[config.mk]
export PLATFORM = sky130hd
export DESIGN_NAME = detector_jogada_flat
export DESIGN_NICKNAME = d
export VERILOG_FILES = /design/src/rtl/jogo_pkg.sv /design/src/rtl/detector_jogada_if.sv /design/src/rtl/contador_timeout.sv /design/src/rtl/detector_jogada.sv /design/src/flat_wrapper.sv
export SDC_FILE = /design/constraint.sdc
export NUM_CORES = 1
export LEC_CHECK = 0
export ABC_AREA = 1
export CAP_MARGIN = 20
export CORE_MARGIN = 2
export CORE_UTILIZATION = 50
export DETAILED_ROUTE_END_ITERATION = 7
export PLACE_DENSITY = 0.81
export SLEW_MARGIN = 20
export SYNTH_ARGS = -nofsm -noshare
export SYNTH_HDL_FRONTEND = slang
export SYNTH_SLANG_ARGS = --single-unit
[constraint.sdc]
create_clock -name clock -period 1.85 [get_ports clock]
set_input_delay 0.37 -clock clock [delete_from_list [all_inputs] [get_ports clock]]
set_output_delay 0.37 -clock clock [all_outputs]
set_load 0.01 [all_outputs]
[src/rtl/jogo_pkg.sv]
// Shared definitions for the game input path and control unit:
// FSM state codes, default timing parameters and a one-hot helper.
package jogo_pkg;

    localparam int DEBOUNCE_CYCLES_DEF = 4;
    localparam int TIMEOUT_CYCLES_DEF  = 5000;

    typedef enum logic [3:0] {
        ESPERA   = 4'd0,
        FILTRA   = 4'd1,
        REGISTRA = 4'd2,
        SEGURA   = 4'd3,
        INVALIDA = 4'd4
    } estado_t;

    function automatic logic one_hot(input logic [3:0] v);
        return (v != 4'b0000) && ((v & (v - 4'd1)) == 4'b0000);
    endfunction

endpackage

[src/rtl/detector_jogada_if.sv]
// Switch inputs, timeout control and conditioned play outputs of detector_jogada.
interface detector_jogada_if;

    logic [3:0] chaves;
    logic       conta_timeout;
    logic       zera_timeout;
    logic [3:0] jogada;
    logic       jogada_feita;
    logic       tem_jogada;
    logic       timeout;
    logic [3:0] db_estado;

    modport master (
        output chaves, conta_timeout, zera_timeout,
        input  jogada, jogada_feita, tem_jogada, timeout, db_estado
    );

    modport slave (
        input  chaves, conta_timeout, zera_timeout,
        output jogada, jogada_feita, tem_jogada, timeout, db_estado
    );

endinterface

[src/rtl/contador_timeout.sv]
// Per-play timeout counter with sticky flag; present only when
// DETECTOR_JOGADA_TIMEOUT_EN is defined.
`ifdef DETECTOR_JOGADA_TIMEOUT_EN
module contador_timeout
    import jogo_pkg::*;
#(
    parameter int TIMEOUT_CYCLES = TIMEOUT_CYCLES_DEF
) (
    input  logic clock,
    input  logic reset,
    input  logic conta,
    input  logic zera,
    input  logic jogada_feita,
    output logic timeout
);

    localparam int              W   = $clog2(TIMEOUT_CYCLES);
    localparam logic [W-1:0]    FIM = W'(TIMEOUT_CYCLES - 1);

    logic [W-1:0] cnt;

    // A play landing on the terminal count wins: counter restarts, flag stays low.
    always_ff @(posedge clock or negedge reset) begin
        if (!reset) begin
            cnt     <= '0;
            timeout <= 1'b0;
        end else if (zera) begin
            cnt     <= '0;
            timeout <= 1'b0;
        end else if (jogada_feita) begin
            cnt <= '0;
        end else if (conta && !timeout) begin
            if (cnt == FIM) timeout <= 1'b1;
            else            cnt     <= cnt + 1'b1;
        end
    end

endmodule
`endif

[src/rtl/detector_jogada.sv]
// Switch synchronizer, debouncer and one-hot press detector with optional
// play timeout (compiled in when DETECTOR_JOGADA_TIMEOUT_EN is defined).
//
// state    | meaning
// ESPERA   | all keys released
// FILTRA   | keys seen, waiting for a stable value
// REGISTRA | single key accepted, one-cycle strobe
// SEGURA   | accepted key held, waiting for debounced release
// INVALIDA | several keys pressed, waiting for debounced release
module detector_jogada
    import jogo_pkg::*;
#(
    parameter int DEBOUNCE_CYCLES = DEBOUNCE_CYCLES_DEF,
    parameter int TIMEOUT_CYCLES  = TIMEOUT_CYCLES_DEF
) (
    input  logic               clock,
    input  logic               reset,
    detector_jogada_if.slave   bus
);

    localparam int              CW     = $clog2(DEBOUNCE_CYCLES + 1);
    localparam logic [CW-1:0]   FIM_DB = CW'(DEBOUNCE_CYCLES - 1);

    logic [3:0]    sync_1, s_chaves, s_chaves_q;
    logic [CW-1:0] cnt;
    logic [3:0]    jogada_r;
    logic          estavel, cnt_fim, jogada_feita;
    estado_t       estado, prox;

    assign estavel = (s_chaves == s_chaves_q);
    assign cnt_fim = (cnt == FIM_DB);

    always_ff @(posedge clock or negedge reset) begin
        if (!reset) begin
            sync_1     <= '0;
            s_chaves   <= '0;
            s_chaves_q <= '0;
        end else begin
            sync_1     <= bus.chaves;
            s_chaves   <= sync_1;
            s_chaves_q <= s_chaves;
        end
    end

    always_ff @(posedge clock or negedge reset) begin
        if (!reset) estado <= ESPERA;
        else        estado <= prox;
    end

    // Saturates at the terminal value so a long hold cannot wrap it.
    always_ff @(posedge clock or negedge reset) begin
        if (!reset)                          cnt <= '0;
        else if (prox != estado || !estavel) cnt <= '0;
        else if (!cnt_fim)                   cnt <= cnt + 1'b1;
    end

    always_ff @(posedge clock or negedge reset) begin
        if (!reset)                                    jogada_r <= '0;
        else if (estado == FILTRA && prox == REGISTRA) jogada_r <= s_chaves;
    end

    always_comb begin
        prox = estado;
        case (estado)
            ESPERA:   if (s_chaves != 4'b0000) prox = FILTRA;
            FILTRA: begin
                if (s_chaves == 4'b0000)       prox = ESPERA;
                else if (estavel && cnt_fim)   prox = one_hot(s_chaves) ? REGISTRA : INVALIDA;
            end
            REGISTRA: prox = SEGURA;
            SEGURA, INVALIDA:
                if (s_chaves == 4'b0000 && estavel && cnt_fim) prox = ESPERA;
            default:  prox = ESPERA;
        endcase
    end

    assign jogada_feita     = (estado == REGISTRA);
    assign bus.jogada_feita = jogada_feita;
    assign bus.tem_jogada   = (estado == REGISTRA) || (estado == SEGURA);
    assign bus.jogada       = jogada_r;
    assign bus.db_estado    = estado;

`ifdef DETECTOR_JOGADA_TIMEOUT_EN
    contador_timeout #(
        .TIMEOUT_CYCLES (TIMEOUT_CYCLES)
    ) u_contador_timeout (
        .clock        (clock),
        .reset        (reset),
        .conta        (bus.conta_timeout),
        .zera         (bus.zera_timeout),
        .jogada_feita (jogada_feita),
        .timeout      (bus.timeout)
    );
`else
    logic unused_timeout;
    assign unused_timeout = bus.conta_timeout | bus.zera_timeout | (TIMEOUT_CYCLES < 2);
    assign bus.timeout    = 1'b0;
`endif

endmodule

[src/flat_wrapper.sv]
// flat-port wrapper written by rule: the top's interface ports become plain ports
module detector_jogada_flat import jogo_pkg::*;
#(
    parameter int DEBOUNCE_CYCLES = DEBOUNCE_CYCLES_DEF,
    parameter int TIMEOUT_CYCLES  = TIMEOUT_CYCLES_DEF
)
  (clock, reset, bus_chaves, bus_conta_timeout, bus_zera_timeout, bus_jogada, bus_jogada_feita, bus_tem_jogada, bus_timeout, bus_db_estado);
  detector_jogada_if bus_i ();
  input  logic clock;
  input  logic reset;
  input wire logic [$bits(bus_i.chaves)-1:0] bus_chaves;
  input wire logic [$bits(bus_i.conta_timeout)-1:0] bus_conta_timeout;
  input wire logic [$bits(bus_i.zera_timeout)-1:0] bus_zera_timeout;
  output wire logic [$bits(bus_i.jogada)-1:0] bus_jogada;
  output wire logic [$bits(bus_i.jogada_feita)-1:0] bus_jogada_feita;
  output wire logic [$bits(bus_i.tem_jogada)-1:0] bus_tem_jogada;
  output wire logic [$bits(bus_i.timeout)-1:0] bus_timeout;
  output wire logic [$bits(bus_i.db_estado)-1:0] bus_db_estado;
  assign bus_i.chaves = bus_chaves;
  assign bus_i.conta_timeout = bus_conta_timeout;
  assign bus_i.zera_timeout = bus_zera_timeout;
  assign bus_jogada = bus_i.jogada;
  assign bus_jogada_feita = bus_i.jogada_feita;
  assign bus_tem_jogada = bus_i.tem_jogada;
  assign bus_timeout = bus_i.timeout;
  assign bus_db_estado = bus_i.db_estado;
  detector_jogada #(.DEBOUNCE_CYCLES(DEBOUNCE_CYCLES), .TIMEOUT_CYCLES(TIMEOUT_CYCLES)) u_core (.clock(clock), .reset(reset), .bus(bus_i));
endmodule
Yosys cells after proc, flatten, opt, wreduce, memory -nomap -nowiden. Index checks and enable logic that the tools add are counted.

Multiplexer cells: 8. Equal/unequal tests: 9. Reduce and logical (&&, ||, !) cells: 13. $add $sub $neg: 2. Bitwise logic cells: 1.

Operator list (number): $mux W4 (4); $pmux W4 S4 (1); $eq A4 B2 Y1 const B (3); $logic_not A4 Y1 (3); $mux W3 (3); $logic_and A1 B1 Y1 (5); $and A4 B4 Y4 (1); $eq A4 B1 Y1 const B (1); $eq A4 B3 Y1 const B (1); $eq A4 B4 Y1 (1); $ne A4 B4 Y1 (1); $reduce_bool A4 Y1 (1); $sub A4 B1 Y4 const B (1); $add A3 B1 Y3 const B (1); $eq A3 B2 Y1 const B (1); $logic_or A1 B1 Y1 (2); $ne A2 B2 Y1 const B (1); $reduce_or A2 Y1 (1); $logic_not A1 Y1 (1).

Register bits: 23. Output and inout port bits: 11.

Logic depth before layout (Yosys ltp).
Depth after elaboration: 11. Depth in mapped cells: 11. Mapped depth without buffers: 10.

Worst setup path before layout. No wires, ideal clock.

Path kind: register -> register. Start point: reg u_core.cnt[0]. End point: reg u_core.jogada_r[0] (netlist: u_core.bus.jogada[0]). Buffers on the path: 2. Clock period less this slack: 1.532 ns. Data required time: 1.732 ns. Cell stages (with the launch flop): 11. Arrival: 1.414 ns. Path slack: 0.318 ns. Cells stage by stage: dfrtp_1 ha_1 ha_1 buf_2 nand3_4 inv_2 nand2_1 or2_1 buf_6 nand2_1 o21ai_2.

Cells in the longest elaborated chain, start to end: 7. Elaborated cells on any way between the ends: 9.

Ends and longest elaborated chain: start: declaration (RTL line detector_jogada.sv:25) `logic [CW-1:0] cnt;`; start signal: assignment (RTL line detector_jogada.sv:54) `else if (!cnt_fim) cnt <= cnt + 1'b1;`; $eq A3 B2 Y1 * (RTL line detector_jogada.sv:31) `assign cnt_fim = (cnt == FIM_DB);`; $logic_and A1 B1 Y1 (RTL line detector_jogada.sv:68) `else if (estavel && cnt_fim) prox = one_hot(s_chaves) ? REGISTRA : INVALIDA;`; $mux W4 (RTL line detector_jogada.sv:68); $mux W4 (RTL line detector_jogada.sv:67) `if (s_chaves == 4'b0000) prox = ESPERA;`; $pmux W4 S4 * (RTL line detector_jogada.sv:64) `case (estado)`; $eq A4 B2 Y1 * (RTL line detector_jogada.sv:59) `else if (estado == FILTRA && prox == REGISTRA) jogada_r <= s_chaves;`; $logic_and A1 B1 Y1 * (RTL line detector_jogada.sv:59); end signal: assignment (RTL line detector_jogada.sv:59); end: declaration (RTL line detector_jogada.sv:26) `logic [3:0] jogada_r;`.

Every way passes the cells marked *; elsewhere a longest branch is shown, timed or not. A chain may end at the register's enable or synchronous reset.

Final worst setup path.
Start point: reg u_core.estado[3] (netlist: u_core.bus.db_estado[3]). End point: out bus_jogada_feita.

Cells in the longest elaborated chain, start to end: 1.

Ends and longest elaborated chain: start: declaration (RTL line detector_jogada.sv:28) `estado_t estado, prox;`; start signal: assignment (RTL line detector_jogada.sv:47) `else estado <= prox;`; $eq A4 B2 Y1 (RTL line detector_jogada.sv:77) `assign jogada_feita = (estado == REGISTRA);`; end: declaration (RTL line flat_wrapper.sv:15) `output wire logic [$bits(bus_i.jogada_feita)-1:0] bus_jogada_feita;`.

Every way passes these cells.

==> impl_metrics.csv <==
group,metric,value,unit
sta,timing.fmax,591,MHz
synthesis,ys_ff_latch,23,
clocking,cts_buffers,3,
synthesis,synth_top_area_frac,0.562,
drt,dr.pass1.iters,4,
placement,gp_congestion,0.782,
power,power_density,657,nW/um^2
final_layout,final_area,1260,um^2
global_route,grt-ovfl-total,0,
floorplan,die_w,49.2,um
setup_path,crit_path_start_kind,"flip-flop",
sta,hold_viol_final,0,
floorplan,dieArea,2430,um^2
setup_path,critPathKind,"reg -> out",
run_status,status,"complete, no violations",
clocking,clk_latency,300,ps
setup_path,required,1480,ps
sta,clock_skew,4.85,ps
final_layout,nets,144,
power,p_total,0.000825,W
clocking,path_clk_slew,120,ps
clocking,cts.sinks,23,
synthesis,syn_avg_cell_area,9.30,um^2
placement,port_buffers,15,
floorplan,core_area,1940,um^2
min_path,hold_path_class,"reg -> reg",
drt,drt_wl_total,1580,um
sta,rsz0062_at_grt,"yes",
final_layout,multi_input_area,369,um^2
floorplan,pin_count,19,
final_layout,regArea,576,um^2
sta,tns,0,ps
power,vdd_drop_max,0.529,mV
setup_path,arrival,1320,ps
sta,final_max_slew_viol_count,0,
final_layout,syn_to_final_growth,22.7,%
floorplan,die-height,49.2,um
power,leakagePower,0.652,nW
sta,timing.hold.ws,361,ps
placement,dpl.hpwl,1250,um
global_route,grt_max_degree,24,
clocking,root_buffer,"clkbuf_4",
drt,vias,747,
global_route,grt_pass1_wl,2930,um
sta,layout_min_cycle_time,1690,ps
setup_path,r2r_slack,240,ps
final_layout,final_cells,160,
final_layout,drive_above_1_share,0.188,
placement,dpl-instance-area,1220,um^2
synthesis,seq_area_frac_synth,0.562,
placement,numPlacedInstances,155,
synthesis,synth_top_cells_by_area,"dfrtp_1 (56%), nand2_1 (9.2%), inv_1 (4.4%)",
clocking,htreeDepth,1,
sta,final.period_utilization,0.914,
drt,drt_iter0_drc,13,
clocking,hold_buffers,0,
global_route,grt_use_total,0.160,
floorplan,start_util,0.527,
synthesis,synth_area_leader_cell,"dfrtp_1",
drt,wl_per_cell,9.90,um
clocking,cts_tree,"yes",
synthesis,syn_inst,110,
drt,antenna_left,0,
clocking,cts_max_path_buffers,2,
sta,setup_viol,0,
synthesis,syn-cell-area,1020,um^2
global_route,antenna_found_initial,0,
setup_path,end_kind,"primary output",
floorplan,fp-row-count,16,
synthesis,ys_warn_count,0,
drt,drc,0,
final_layout,num_antenna_cells,0,
setup_path,critPathMaxFanout,3,
drt,vias_per_cell,4.67,
final_layout,n_fill_cell,159,
synthesis,yosys.cell_types.count,25,
job,max_cap_viol_count,0,
global_route,grt_pass1_vias,746,
[through the flow]
step | utilization | setup WS, ps
floorplan | - | 318
global placement | 0.631 | 131
detailed placement | 0.631 | 86.4
CTS | 0.644 | 21.7
global route | 0.647 | -2.94
finish | 0.647 | 159
[repair_timing]
action / CTS / global route
buffers inserted: 0 / 1
endpoints found under the setup margin: 2 / 2
resized for setup: 3 / 7
pin swaps: 0 / 2
[power by group]
part	total, W	internal, W	switching [W]
sequential	0.000531	0.000519	0.0000120
combinational	0.0000728	0.0000307	0.0000421
clock	0.000222	0.0000840	0.000138
total	0.000825	0.000633	0.000192
[worst max-delay path: stages, from the launching register on]
cell and delay [ps]:
dfrtp_1 420, nor2_2 120, inv_1 70, nor2_2 130, inv_1 70, nor2_1 80, buf_2 130
[logic make-up after synthesis]
family          after synthesis  share of synthesized area
other cells                   1                    0.00366
buf+inv                      20                     0.0856
simple gates                 49                      0.225
fa+ha+maj                     2                     0.0244
flops                        23                      0.562
mux                           1                    0.00978
xor+xnor                      1                    0.00856
compound gates               13                     0.0807
[flip-flops by register name, indices dropped and copies added, names as in the netlist]
name,flops
u_core.bus.db_estado,4
u_core.bus.jogada,4
u_core.s_chaves,4
u_core.s_chaves_q,4
u_core.sync_1,4
u_core.cnt,3
[per-layer routing]
layer  routed length (um)  global-route usage  vias up
met5                    0                   0        -
met4                   23               0.100        0
met3                   63              0.0276        2
met2                  841               0.288       18
met1                  656               0.172      339
li1                     -                   -      388
[cells in the mapped netlist]
library cell	number
conb_1	1
buf_6	1
buf_4	1
buf_2	1
nand2_2	1
nand4_1	2
or2_1	1
a21oi_1	2
a211oi_1	1
mux2i_1	1
nor3_1	3
nand2_1	25
inv_2	5
o2111ai_1	1
ha_1	2
nand3_1	3
o21ai_2	3
o21ai_0	4
xor2_1	1
o21ai_1	2
nor2_1	11
nor2_4	2
inv_1	12
nand3_4	1
dfrtp_1	23
[layout by cell type (no fill, tap or decap)]
cell type / instances
inv_2: 5
dlymetal6s2s_1: 1
o21ai_2: 3
a211oi_1: 1
nand2_2: 1
o21ai_1: 2
nand2_1: 25
clkbuf_4: 3
nor2_4: 2
nor3_1: 3
clkdlybuf4s50_1: 12
inv_1: 12
nand3_1: 3
a21oi_1: 2
nor2_2: 2
nand4_1: 2
or2_1: 1
o2111ai_1: 1
buf_4: 6
xor2_1: 1
conb_1: 2
clkbuf_2: 1
dfrtp_1: 23
ha_1: 2
mux2i_1: 1
nor2_1: 9
clkbuf_1: 1
nand3_4: 1
o21ai_0: 4
buf_2: 1
[worst paths after layout]
kind,start,end,cells past startpoint
setup / recovery,u_core.bus.db_estado[3],bus_jogada_feita,6
hold / removal,u_core.sync_1[1],u_core.s_chaves[1],0
setup reg to reg,u_core.s_chaves[1],u_core.bus.jogada[0],10
hold reg to reg,u_core.sync_1[1],u_core.s_chaves[1],0
max in group asynchronous,reset,u_core.bus.jogada[1],2
min in group asynchronous,reset,u_core.sync_1[2],2
[area by class of cell]
cell class,instances,share of cell area
inverters,17,0.0508
repair buffers,21,0.149
multi-input cells,68,0.294
well taps,27,0.0269
clock buffers,4,0.0209
flip-flops and latches,23,0.458
Power figures use the tool's default switching activity.
